==> src/rtl/ifetch_pkg.sv <==
// ifetch_pkg: shared constants and the prefetch entry type for the
// instruction fetch front-end.
//   ADDR_W / DATA_W : default PC and instruction widths
//   RESET_PC        : default PC loaded on reset
//   fetch_entry_t   : one prefetched {pc, instr} pair
package ifetch_pkg;

  localparam int unsigned ADDR_W = 32;
  localparam int unsigned DATA_W = 32;
  localparam logic [ADDR_W-1:0] RESET_PC = '0;

  typedef struct packed {
    logic [ADDR_W-1:0] pc;
    logic [DATA_W-1:0] instr;
  } fetch_entry_t;

endpackage : ifetch_pkg

==> src/rtl/ifetch_fifo.sv <==
// ifetch_fifo: synchronous prefetch FIFO of fetch_entry_t.
// Ports:
//   clk, rst      : clock, synchronous active-high reset
//   push, push_entry : enqueue push_entry at the tail
//   pop           : dequeue the head (caller guarantees count != 0)
//   flush         : synchronous empty; wins over push and pop
//   count         : occupancy, $clog2(DEPTH)+1 bits
//   head          : entry at the head, read straight from storage flops
module ifetch_fifo
  import ifetch_pkg::*;
#(
  parameter int unsigned DEPTH = 2,
  localparam int unsigned PTR_W = $clog2(DEPTH),
  localparam int unsigned CNT_W = PTR_W + 1
) (
  input  logic               clk,
  input  logic               rst,
  input  logic               push,
  input  fetch_entry_t       push_entry,
  input  logic               pop,
  input  logic               flush,
  output logic [CNT_W-1:0]   count,
  output fetch_entry_t       head
);

  fetch_entry_t           mem_q [DEPTH];
  logic [PTR_W-1:0]       wr_ptr_q, wr_ptr_d;
  logic [PTR_W-1:0]       rd_ptr_q, rd_ptr_d;
  logic [CNT_W-1:0]       count_q, count_d;

  // Pointers wrap naturally because DEPTH is a power of two.
  always_comb begin
    wr_ptr_d = wr_ptr_q;
    rd_ptr_d = rd_ptr_q;
    count_d  = count_q;
    if (flush) begin
      wr_ptr_d = '0;
      rd_ptr_d = '0;
      count_d  = '0;
    end else begin
      if (push) wr_ptr_d = wr_ptr_q + PTR_W'(1);
      if (pop)  rd_ptr_d = rd_ptr_q + PTR_W'(1);
      case ({push, pop})
        2'b10:   count_d = count_q + CNT_W'(1);
        2'b01:   count_d = count_q - CNT_W'(1);
        default: count_d = count_q;
      endcase
    end
  end

  // NOTE: sequential state uses non-blocking assignments only, so every flop
  // samples pre-edge values regardless of process evaluation order.
  always_ff @(posedge clk) begin
    if (rst) begin
      wr_ptr_q <= '0;
      rd_ptr_q <= '0;
      count_q  <= '0;
    end else begin
      wr_ptr_q <= wr_ptr_d;
      rd_ptr_q <= rd_ptr_d;
      count_q  <= count_d;
    end
  end

  // NOTE: storage is cleared on reset on purpose: the head outputs must read
  // zero after reset, and with only DEPTH entries the reset fan-out is small.
  always_ff @(posedge clk) begin
    if (rst) begin
      for (int i = 0; i < DEPTH; i++) mem_q[i] <= '0;
    end else if (push && !flush) begin
      mem_q[wr_ptr_q] <= push_entry;
    end
  end

  // A full FIFO pushing and popping together overwrites the slot being
  // popped; the head read below still sees the pre-edge contents.
  assign head  = mem_q[rd_ptr_q];
  assign count = count_q;

endmodule : ifetch_fifo

==> src/rtl/instr_fetch.sv <==
// instr_fetch: instruction fetch front-end. Owns the PC, reads the
// word-indexed instruction memory combinationally and queues {pc, instr}
// pairs into a prefetch FIFO drained by decode via valid/ready.
// Optional build macro IFETCH_PERF_EN adds perf_fetch_cnt / perf_stall_cnt.
// Ports:
//   clk, rst          : clock, synchronous active-high reset
//   instr_addr        : word index into instruction memory (= PC)
//   instruction       : memory read data for instr_addr, same cycle
//   redirect_valid/pc : load a new PC and flush the FIFO
//   out_valid/ready   : decode handshake on the FIFO head
//   out_instr, out_pc : head instruction and its PC (registered storage)
//   perf_fetch_cnt    : pushes since reset (IFETCH_PERF_EN only)
//   perf_stall_cnt    : cycles with out_valid && !out_ready (IFETCH_PERF_EN only)
// ADDR_W / DATA_W must match the widths of ifetch_pkg::fetch_entry_t.
module instr_fetch #(
  parameter int unsigned             ADDR_W   = ifetch_pkg::ADDR_W,
  parameter int unsigned             DATA_W   = ifetch_pkg::DATA_W,
  parameter logic [ADDR_W-1:0]       RESET_PC = ifetch_pkg::RESET_PC,
  parameter int unsigned             DEPTH    = 2
) (
  input  logic              clk,
  input  logic              rst,
  output logic [ADDR_W-1:0] instr_addr,
  input  logic [DATA_W-1:0] instruction,
  input  logic              redirect_valid,
  input  logic [ADDR_W-1:0] redirect_pc,
  output logic              out_valid,
  input  logic              out_ready,
  output logic [DATA_W-1:0] out_instr,
  output logic [ADDR_W-1:0] out_pc
`ifdef IFETCH_PERF_EN
  ,
  output logic [31:0]       perf_fetch_cnt,
  output logic [31:0]       perf_stall_cnt
`endif
);

  localparam int unsigned CNT_W = $clog2(DEPTH) + 1;

  logic [ADDR_W-1:0]        pc_q, pc_d;
  logic                     push, pop;
  logic [CNT_W-1:0]         count;
  ifetch_pkg::fetch_entry_t push_entry, head;

  // A redirect cycle hides the head so decode never accepts an entry that is
  // about to be flushed.
  assign out_valid = (count != '0) && !redirect_valid;
  assign pop       = out_valid && out_ready;
  // A full FIFO can still accept a fetch when the head leaves this cycle.
  assign push      = !rst && !redirect_valid &&
                     ((count < CNT_W'(DEPTH)) || pop);

  always_comb begin
    pc_d = pc_q;
    if (redirect_valid) pc_d = redirect_pc;
    else if (push)      pc_d = pc_q + ADDR_W'(1);
  end

  always_ff @(posedge clk) begin
    if (rst) pc_q <= RESET_PC;
    else     pc_q <= pc_d;
  end

  assign instr_addr = pc_q;

  always_comb begin
    push_entry       = '0;
    push_entry.pc    = pc_q;
    push_entry.instr = instruction;
  end

  ifetch_fifo #(
    .DEPTH (DEPTH)
  ) u_fifo (
    .clk        (clk),
    .rst        (rst),
    .push       (push),
    .push_entry (push_entry),
    .pop        (pop),
    .flush      (redirect_valid),
    .count      (count),
    .head       (head)
  );

  assign out_pc    = head.pc;
  assign out_instr = head.instr;

`ifdef IFETCH_PERF_EN
  logic [31:0] fetch_cnt_q, fetch_cnt_d;
  logic [31:0] stall_cnt_q, stall_cnt_d;

  // Both counters wrap silently.
  always_comb begin
    fetch_cnt_d = fetch_cnt_q + (push ? 32'd1 : 32'd0);
    stall_cnt_d = stall_cnt_q + ((out_valid && !out_ready) ? 32'd1 : 32'd0);
  end

  always_ff @(posedge clk) begin
    if (rst) begin
      fetch_cnt_q <= '0;
      stall_cnt_q <= '0;
    end else begin
      fetch_cnt_q <= fetch_cnt_d;
      stall_cnt_q <= stall_cnt_d;
    end
  end

  assign perf_fetch_cnt = fetch_cnt_q;
  assign perf_stall_cnt = stall_cnt_q;
`else
  // No performance counters in this build.
`endif

endmodule : instr_fetch

==> config.mk <==
export PLATFORM = sky130hd
export DESIGN_NAME = instr_fetch
export DESIGN_NICKNAME = d
export VERILOG_FILES = /design/src/rtl/ifetch_pkg.sv /design/src/rtl/ifetch_fifo.sv /design/src/rtl/instr_fetch.sv
export SDC_FILE = /design/constraint.sdc
export NUM_CORES = 1
export LEC_CHECK = 0
export CORE_MARGIN = 1.5
export CORE_UTILIZATION = 55
export DETAILED_ROUTE_END_ITERATION = 7
export HOLD_SLACK_MARGIN = 0.12
export PLACE_DENSITY = 0.83
export SLEW_MARGIN = 20
export SYNTH_ARGS = -nofsm -noshare
export SYNTH_HDL_FRONTEND = slang
export SYNTH_SLANG_ARGS = --single-unit
==> constraint.sdc <==
create_clock -name clk -period 18.25 [get_ports clk]
set_input_delay 1.825 -clock clk [delete_from_list [all_inputs] [get_ports clk]]
set_output_delay 1.825 -clock clk [all_outputs]
set_load 0.1 [all_outputs]
==> flow_metrics.tcl, run 1 <==
set metrics [dict create \
    remaining_drc_errors 0 \
    final_hold_viol_count 0 \
    yosysSeqAreaShare_pct 58.77 \
    timing.critical_path.slowest_stage_cell "clkdlybuf4s50_1" \
    leakage_nw 3.628 \
    instance_area_after_placement_sq_um 9549 \
    path_cells "clkdlybuf4s50_1 -> buf_4 -> o21ba_2 -> clkdlybuf4s50_1" \
    power.clock.fraction_pct 35.7 \
    io_buffers 164 \
    numClockSinks 165 \
    power.sequential.fraction_pct 44.5 \
    synth.avg_cell_area_sq_um 12.04 \
    fin_crit_ns 5.731 \
    worst_ir_drop_on_vdd_v 0.00006915 \
    wire_per_inst_um 18.48 \
    synth_warnings 0 \
    critical-path-top-delay-family "buffers and inverters" \
    synth.ff_latch_count 165 \
    worst_skew_pair.late_latency_ns 0.42 \
    timing.critical_path.fanout_max 37 \
    main_combinational_cell_family_by_area_after_synthesis "simple AND/OR/NAND/NOR gates" \
    regToRegStartpoint "u_fifo.wr_ptr_q$_SDFFE_PP0P_" \
    status "finished clean" \
    cts-hold-fix-buffers 0 \
    synth-compound-area-share_pct 6.705 \
    mappedNetlistArea_sq_um 7800 \
    design.core.area_sq_um 13880 \
    syn_inst 648 \
    post_synthesis_share_of_cell_area_spent_on_xor_and_xnor_gates_pct 1.347 \
    h-tree-depth 4 \
    cts_buffers 17 \
    cp-end-kind "output pin" \
    post-cts-setup-buffer-count 0 \
    finalHoldWorstSlack_ns 0.5255 \
    synth.area.top_cells "edfxtp_1, and2_1, dfxtp_1, mux2_2, clkbuf_1" \
    async_flop_share_pct 0 \
    vias_in_the_first_global_route 5511 \
    vias_per_cell 5.845 \
    yosys.area.top_type_share_pct 49.28 \
    edff_count_synth 128 \
    tritoncts "built" \
    fp-row-count 43 \
    holdPathEnd "u_fifo.count[1]$_SDFFE_PP0P_" \
    post_synth_num_cell_types 47 \
    grt_first_pass_wirelength_mm 27.94 \
    start_kind "primary input" \
    slew_headroom_pct 31.50 \
    max_stage_delay_ns 1.13 \
    path_clk_slew_ns 0.06 \
    critical_path_buf_inv_count 3 \
    dp_hpwl_mm 11.49 \
    setup_viol_count_final 0 \
    fin_tns_setup_ns 0 \
    antenna_found_initial 0 \
    gp_congestion 0.8541 \
    required_arrival_time_at_the_worst_endpoint_ns 16.42 \
    grtUsageTotal_pct 24.70 \
    timing_worst_setup_path_type "primary input to output pin" \
    postRouteAntennaNets 0 \
    fin_crit_sh_pct 31.40 \
    drt_first_iter_violations 691 \
    grt_remaining_overflow 0 \
    post_cts_resized 0 \
    die_footprint_sq_um 14900 \
    worst_hold_path.num_cells 2 \
    antenna_cells 0 \
    rrSetupSlack_ns 15.30 \
    route.vias.total 5722 \
    yosys.area_share.adder_pct 0.3208 \
    die-width_um 122.1 \
    ctsRootBufferMaster "clkbuf_16" \
    drt_first_pass_iters 5 \
    power_switching_mw 0.2943 \
    totalPowerFinal_mw 0.9954 \
    timing.clock.skew_ns 0.005753 \
    intPower_mw 0.7011 \
    drt_wl_total_mm 18.09 \
    hold_path_class "flip-flop to flip-flop" \
    ys_dominant_reg_cell "edfxtp_1" \
    worstPathArrival_ns 3.91 \
    mappedNetlistNets 718 \
    pwr_density_cell_nw_per_um2 98.05 \
    floorplan.die.height_um 122.1 \
    grt_max_degree 66 \
    slew_violations 0 \
    share_of_synthesized_area_spent_on_multiplexers_pct 9.240 \
    power_switching_share_pct 29.57 \
    initial_utilization_pct 56.19 \
    area_growth_syn_to_layout_pct 30.16 \
    layout.nets 856 \
    boundaryPins 165 \
    fraction_of_final_layout_cells_sized_beyond_drive_strength_1_pct 13.89 \
    clock_tree.buffer_depth 2 \
    max_cap_viol_count 0 \
    min-delay-start "u_fifo.count[1]$_SDFFE_PP0P_" \
    power.combinational.fraction_pct 19.8 \
    max_freq_mhz 174.5 \
    rsz0062_at_grt "no" \
    post_synth_and_or_nand_nor_area_fraction_pct 20.23 \
    timing.rr.end "u_fifo.mem_q[1][16]$_SDFFCE_PN0P_" \
    r2r_depth 3 \
    max_slew.worst_pin.slew_ns 1.024 \
    crit_top_cell "clkdlybuf4s50_1" \
    yosysTopAreaCell "edfxtp_1" \
    layout.cell_area.non_filler_sq_um 10150 \
]
[metrics by stage]
step / utilization [%] / std cells / setup WS, ns
6_report: 73.14 / 979 / 12.52
5_1_grt: 73.14 / 979 / 12.48
4_1_cts: 73.14 / 979 / 12.53
3_5_place_dp: 68.79 / 947 / 12.53
3_3_place_gp: 68.60 / 946 / 12.54
2_1_floorplan: - / 648 / 10.63
[power groups by stage]
stage          sequential (mW)  clock (mW)  combinational (mW)
3_5_place_dp             0.450           0               0.197
6_report                 0.443       0.356               0.197
5_1_grt                  0.444       0.376               0.205
3_3_place_gp             0.448           0               0.194
4_1_cts                  0.442       0.361               0.198
2_1_floorplan            0.477           0               0.114
[per-layer routing]
metal	wire length (um)	track usage, %	vias to the layer above
met4	325	8.212	0
met2	8968	40.87	290
met5	0	0	-
met1	7346	32.73	2737
li1	-	-	2664
met3	1450	5.009	31
[cell families (layout without fill, tap and decap cells)]
logic type                 Yosys count  count (layout)
muxes                               64              64
buffers and inverters               66             217
adders and majority gates            2               2
and+or+nand+nor                    271             271
AOI/OAI and AO/OA                   68              68
xor gates and xnor gates            12              12
DFF                                165             165
[worst max-delay path by stage]
| stage | endpoint | slack [ns] | startpoint | cells after the start |
|---|---|---|---|---|
| finish | out_valid | 12.52 | redirect_valid | 4 |
| CTS | out_valid | 12.53 | redirect_valid | 4 |
| global route | out_valid | 12.48 | redirect_valid | 4 |
| detailed placement | out_valid | 12.53 | redirect_valid | 4 |
| global placement | out_valid | 12.54 | redirect_valid | 4 |
| floorplan | u_fifo.mem_q[0][0]$_SDFFCE_PN0P_ | 10.63 | rst | 4 |
[cell type report]
class,instances,area (sq um)
clock inverters,6,60.06
repair buffers,171,1714
inverters,14,52.55
well taps,180,225.2
multi-input cells,417,2972
fillers,945,3729
clock buffers,26,543.0
flip-flops and latches,165,4586
[layout by cell type, fill, tap and decap left out, types with 3 or more instances in the layout]
| cell | Yosys | layout |
|---|---|---|
| clkdlybuf4s50_1 | 0 | 164 |
| edfxtp_1 | 128 | 128 |
| and2_1 | 126 | 126 |
| mux2_2 | 64 | 64 |
| dfxtp_1 | 37 | 36 |
| nor2_1 | 30 | 29 |
| nor4_1 | 20 | 20 |
| clkbuf_16 | 0 | 20 |
| nand2_1 | 18 | 18 |
| nand3_1 | 16 | 16 |
| inv_1 | 14 | 14 |
| nor3_1 | 14 | 14 |
| a311oi_1 | 13 | 13 |
| nand4_1 | 11 | 11 |
| xnor2_1 | 10 | 10 |
| a211oi_1 | 10 | 10 |
| or4_1 | 8 | 8 |
| a21oi_1 | 7 | 7 |
| or3_1 | 7 | 7 |
| o31ai_1 | 7 | 7 |
| buf_4 | 0 | 6 |
| and3_1 | 6 | 5 |
| o21ai_0 | 6 | 5 |
| nor2b_1 | 4 | 4 |
| and4_1 | 4 | 4 |
| clkbuf_1 | 42 | 4 |
| a211o_1 | 3 | 3 |
| o211ai_1 | 3 | 3 |
| o31a_1 | 3 | 3 |
| clkinv_2 | 0 | 3 |
[synth_stat cells (2+ instances only)]
cell type  instances
a211o_1            3
or2_2              2
mux2_2            64
or4_1              8
ha_1               2
nand3_1           16
a2111oi_1          2
nor3_1            14
buf_1              2
o21bai_1           2
and2_1           126
and4_1             4
nor2b_1            4
a311oi_1          13
and3_1             6
nand4_1           11
xor2_1             2
o31ai_1            7
inv_1             14
nor2_1            30
or3_1              7
a21oi_1            7
a221o_1            2
xnor2_1           10
nand4_2            2
o211ai_1           3
a31oi_1            2
o31a_1             3
edfxtp_1         128
clkbuf_1          42
clkbuf_2           2
buf_2              5
nand2_1           18
o41a_1             2
dfxtp_1           37
a211oi_1          10
nor4_1            20
a2111oi_0          2
o21ai_0            6
[tightest hold or removal path, stage by stage, from the launching register on]
cell	delay, ns
dfxtp_1	0.33
o21ai_0	0.08
a21oi_1	0.06
[sequential cells by signal, summed over array words and instances (netlist names), named ones only]
name             count
u_fifo.rd_ptr_q      1
u_fifo.count         2
u_fifo.mem_q       128
u_fifo.wr_ptr_q      1
instr_addr          32
(Power assumes the default switching activity.)
==> run 2: changes to the inputs <==
- CORE_UTILIZATION: 55 -> 46
- PLACE_DENSITY: 0.83 -> 0.74
- clock period: 18.25 -> 4.9 ns (I/O delays scaled with it)
==> run 2 against run 1 <==
Effect of this change: hold slack improved by 0.0055 ns; setup slack got worse by 11 ns; sequential cell count unchanged; first-iteration DRC count decreased by 33%; sequential share of layout area decreased by 0.14 points; sequential power increased to 3.7 times the previous value; die area increased by 19%; combinational power increased to 3.7 times the previous value; clock power increased to 3.7 times the previous value.
==> flow_metrics.tcl, run 2 (synthesis results as in run 1) <==
set metrics [dict create \
    timing.critical_path.fanout_max 64 \
    timing_worst_setup_path_type "flip-flop to output pin" \
    max_freq_mhz 298.1 \
    antenna_cells 0 \
    cts-hold-fix-buffers 0 \
    numClockSinks 165 \
    drt_first_iter_violations 463 \
    setup_viol_count_final 0 \
    path_clk_slew_ns 0.06 \
    fin_util_pct 61.44 \
    pwr_density_cell_nw_per_um2 364.5 \
    post_cts_resized 0 \
    die-width_um 133.2 \
    most-common-layout-cells "clkdlybuf4s50_1, edfxtp_1, and2_1" \
    largest_register_ffs 128 \
    max_cap_viol_count 0 \
    grt_remaining_overflow 0 \
    initial_utilization_pct 47.03 \
    slew_violations 0 \
    tritoncts "built" \
    min-delay-start "u_fifo.count[1]$_SDFFE_PP0P_" \
    max_slew.worst_pin.slew_ns 1.052 \
    rsz0062_at_grt "no" \
    gp_congestion 0.9136 \
    antenna_found_initial 0 \
    fin_tns_setup_ns 0 \
    ctsRootBufferMaster "clkbuf_16" \
    leakage_nw 3.614 \
    boundaryPins 165 \
    largest-register "u_fifo.mem_q" \
    power_switching_mw 1.107 \
    fp-row-count 47 \
    grtUsageTotal_pct 21.40 \
    cts_buffers 17 \
    fin_crit_ns 3.354 \
    power.sequential.fraction_pct 44.4 \
    status "finished clean" \
    remaining_drc_errors 0 \
    wire_per_inst_um 18.45 \
    slew_headroom_pct 29.65 \
    required_arrival_time_at_the_worst_endpoint_ns 4.41 \
    vias_per_cell 5.607 \
    vias_in_the_first_global_route 5572 \
    post-cts-setup-buffer-count 0 \
    timing.clock.skew_ns 0.007839 \
    io_buffers 164 \
    area_growth_syn_to_layout_pct 30.62 \
    drt_wl_total_mm 18.78 \
    h-tree-depth 4 \
    worst_ir_drop_on_vdd_v 0.0002425 \
    power_switching_share_pct 29.81 \
    design.core.area_sq_um 16580 \
    worst_skew_pair.late_latency_ns 0.42 \
    grt_max_degree 65 \
    postRouteAntennaNets 0 \
    die_footprint_sq_um 17750 \
    instance_area_after_placement_sq_um 9582 \
    n_fill_cell 1353 \
    regToRegStartpoint "instr_addr[0]$_SDFFE_PP0P_" \
    power.clock.fraction_pct 35.8 \
    cp-end-kind "output pin" \
    dp_hpwl_mm 12.04 \
    start_kind "flip-flop" \
    intPower_mw 2.607 \
    drt_first_pass_iters 5 \
    route.vias.total 5708 \
    grt_first_pass_wirelength_mm 29.32 \
    layout.cell_area.non_filler_sq_um 10190 \
    floorplan.die.height_um 133.2 \
    layout_commonest_cell "clkdlybuf4s50_1" \
    power.combinational.fraction_pct 19.8 \
    finalHoldWorstSlack_ns 0.5310 \
    fin_crit_sh_pct 68.45 \
    fraction_of_final_layout_cells_sized_beyond_drive_strength_1_pct 13.78 \
    layout.nets 855 \
    clock_tree.buffer_depth 2 \
    final_hold_viol_count 0 \
    hold_path_class "flip-flop to flip-flop" \
    worstPathArrival_ns 2.86 \
]
-- run 2: cell types whose count changed in the layout (fill, tap and decap cells not counted), moves of 2 or more --
cell / previous run / this run
buf_12: 0 / 2
clkbuf_16: 20 / 17
buf_4: 6 / 4
bufinv_16: 1 / 3
-- run 2: metrics by stage --
stage	total power [mW]	cells	worst slack (ns)
floorplan	2.198	648	0.3432
global placement	2.401	985	1.417
detailed placement	2.411	985	1.292
CTS	3.733	1017	1.494
global route	3.817	1018	1.427
finish	3.714	1018	1.546
-- run 2: power by group through the flow --
stage / Sequential [mW] / Combinational, mW / Clock (mW)
6_report: 1.65 / 0.735 / 1.33
5_1_grt: 1.66 / 0.760 / 1.40
4_1_cts: 1.65 / 0.736 / 1.35
3_5_place_dp: 1.68 / 0.733 / 0
3_3_place_gp: 1.67 / 0.727 / 0
2_1_floorplan: 1.78 / 0.423 / 0
-- run 2: final timing paths --
kind	end	slack, ns	cells past startpoint
max	out_pc[14]	1.55	2
min	u_fifo.count[1]$_SDFFE_PP0P_	0.53	2
max reg2reg	instr_addr[22]$_SDFFE_PP0P_	2.44	5
min reg2reg	u_fifo.count[1]$_SDFFE_PP0P_	0.53	2
-- run 2: area by class of cell --
cell class | instances | area, sq um | area share [%]
Sequential cell | 165 | 4588 | 45.03
Clock buffer | 22 | 454.2 | 4.458
Multi-Input combinational cell | 417 | 2974 | 29.19
Timing Repair Buffer | 170 | 1712 | 16.80
Tap cell | 220 | 275.3 | 2.702
Inverter | 14 | 52.55 | 0.5158
Clock inverter | 10 | 132.6 | 1.302
-- run 2: per-layer routing --
layer  share of wire (%)  up-vias  wire [um]  global-route usage, %
met3                 6.7       27       1256                  4.300
met4                 1.8        0        329                  7.850
met1                  42     2772       7977                  27.75
met5                   0        -          0                      0
li1                    -     2670          -                      -
met2                  49      239       9214                  35.76
-- run 2: worst max-delay path: stages, from the launching register on --
cell and delay (ns):
dfxtp_4 0.95, mux2_2 0.31, clkdlybuf4s50_1 1.17
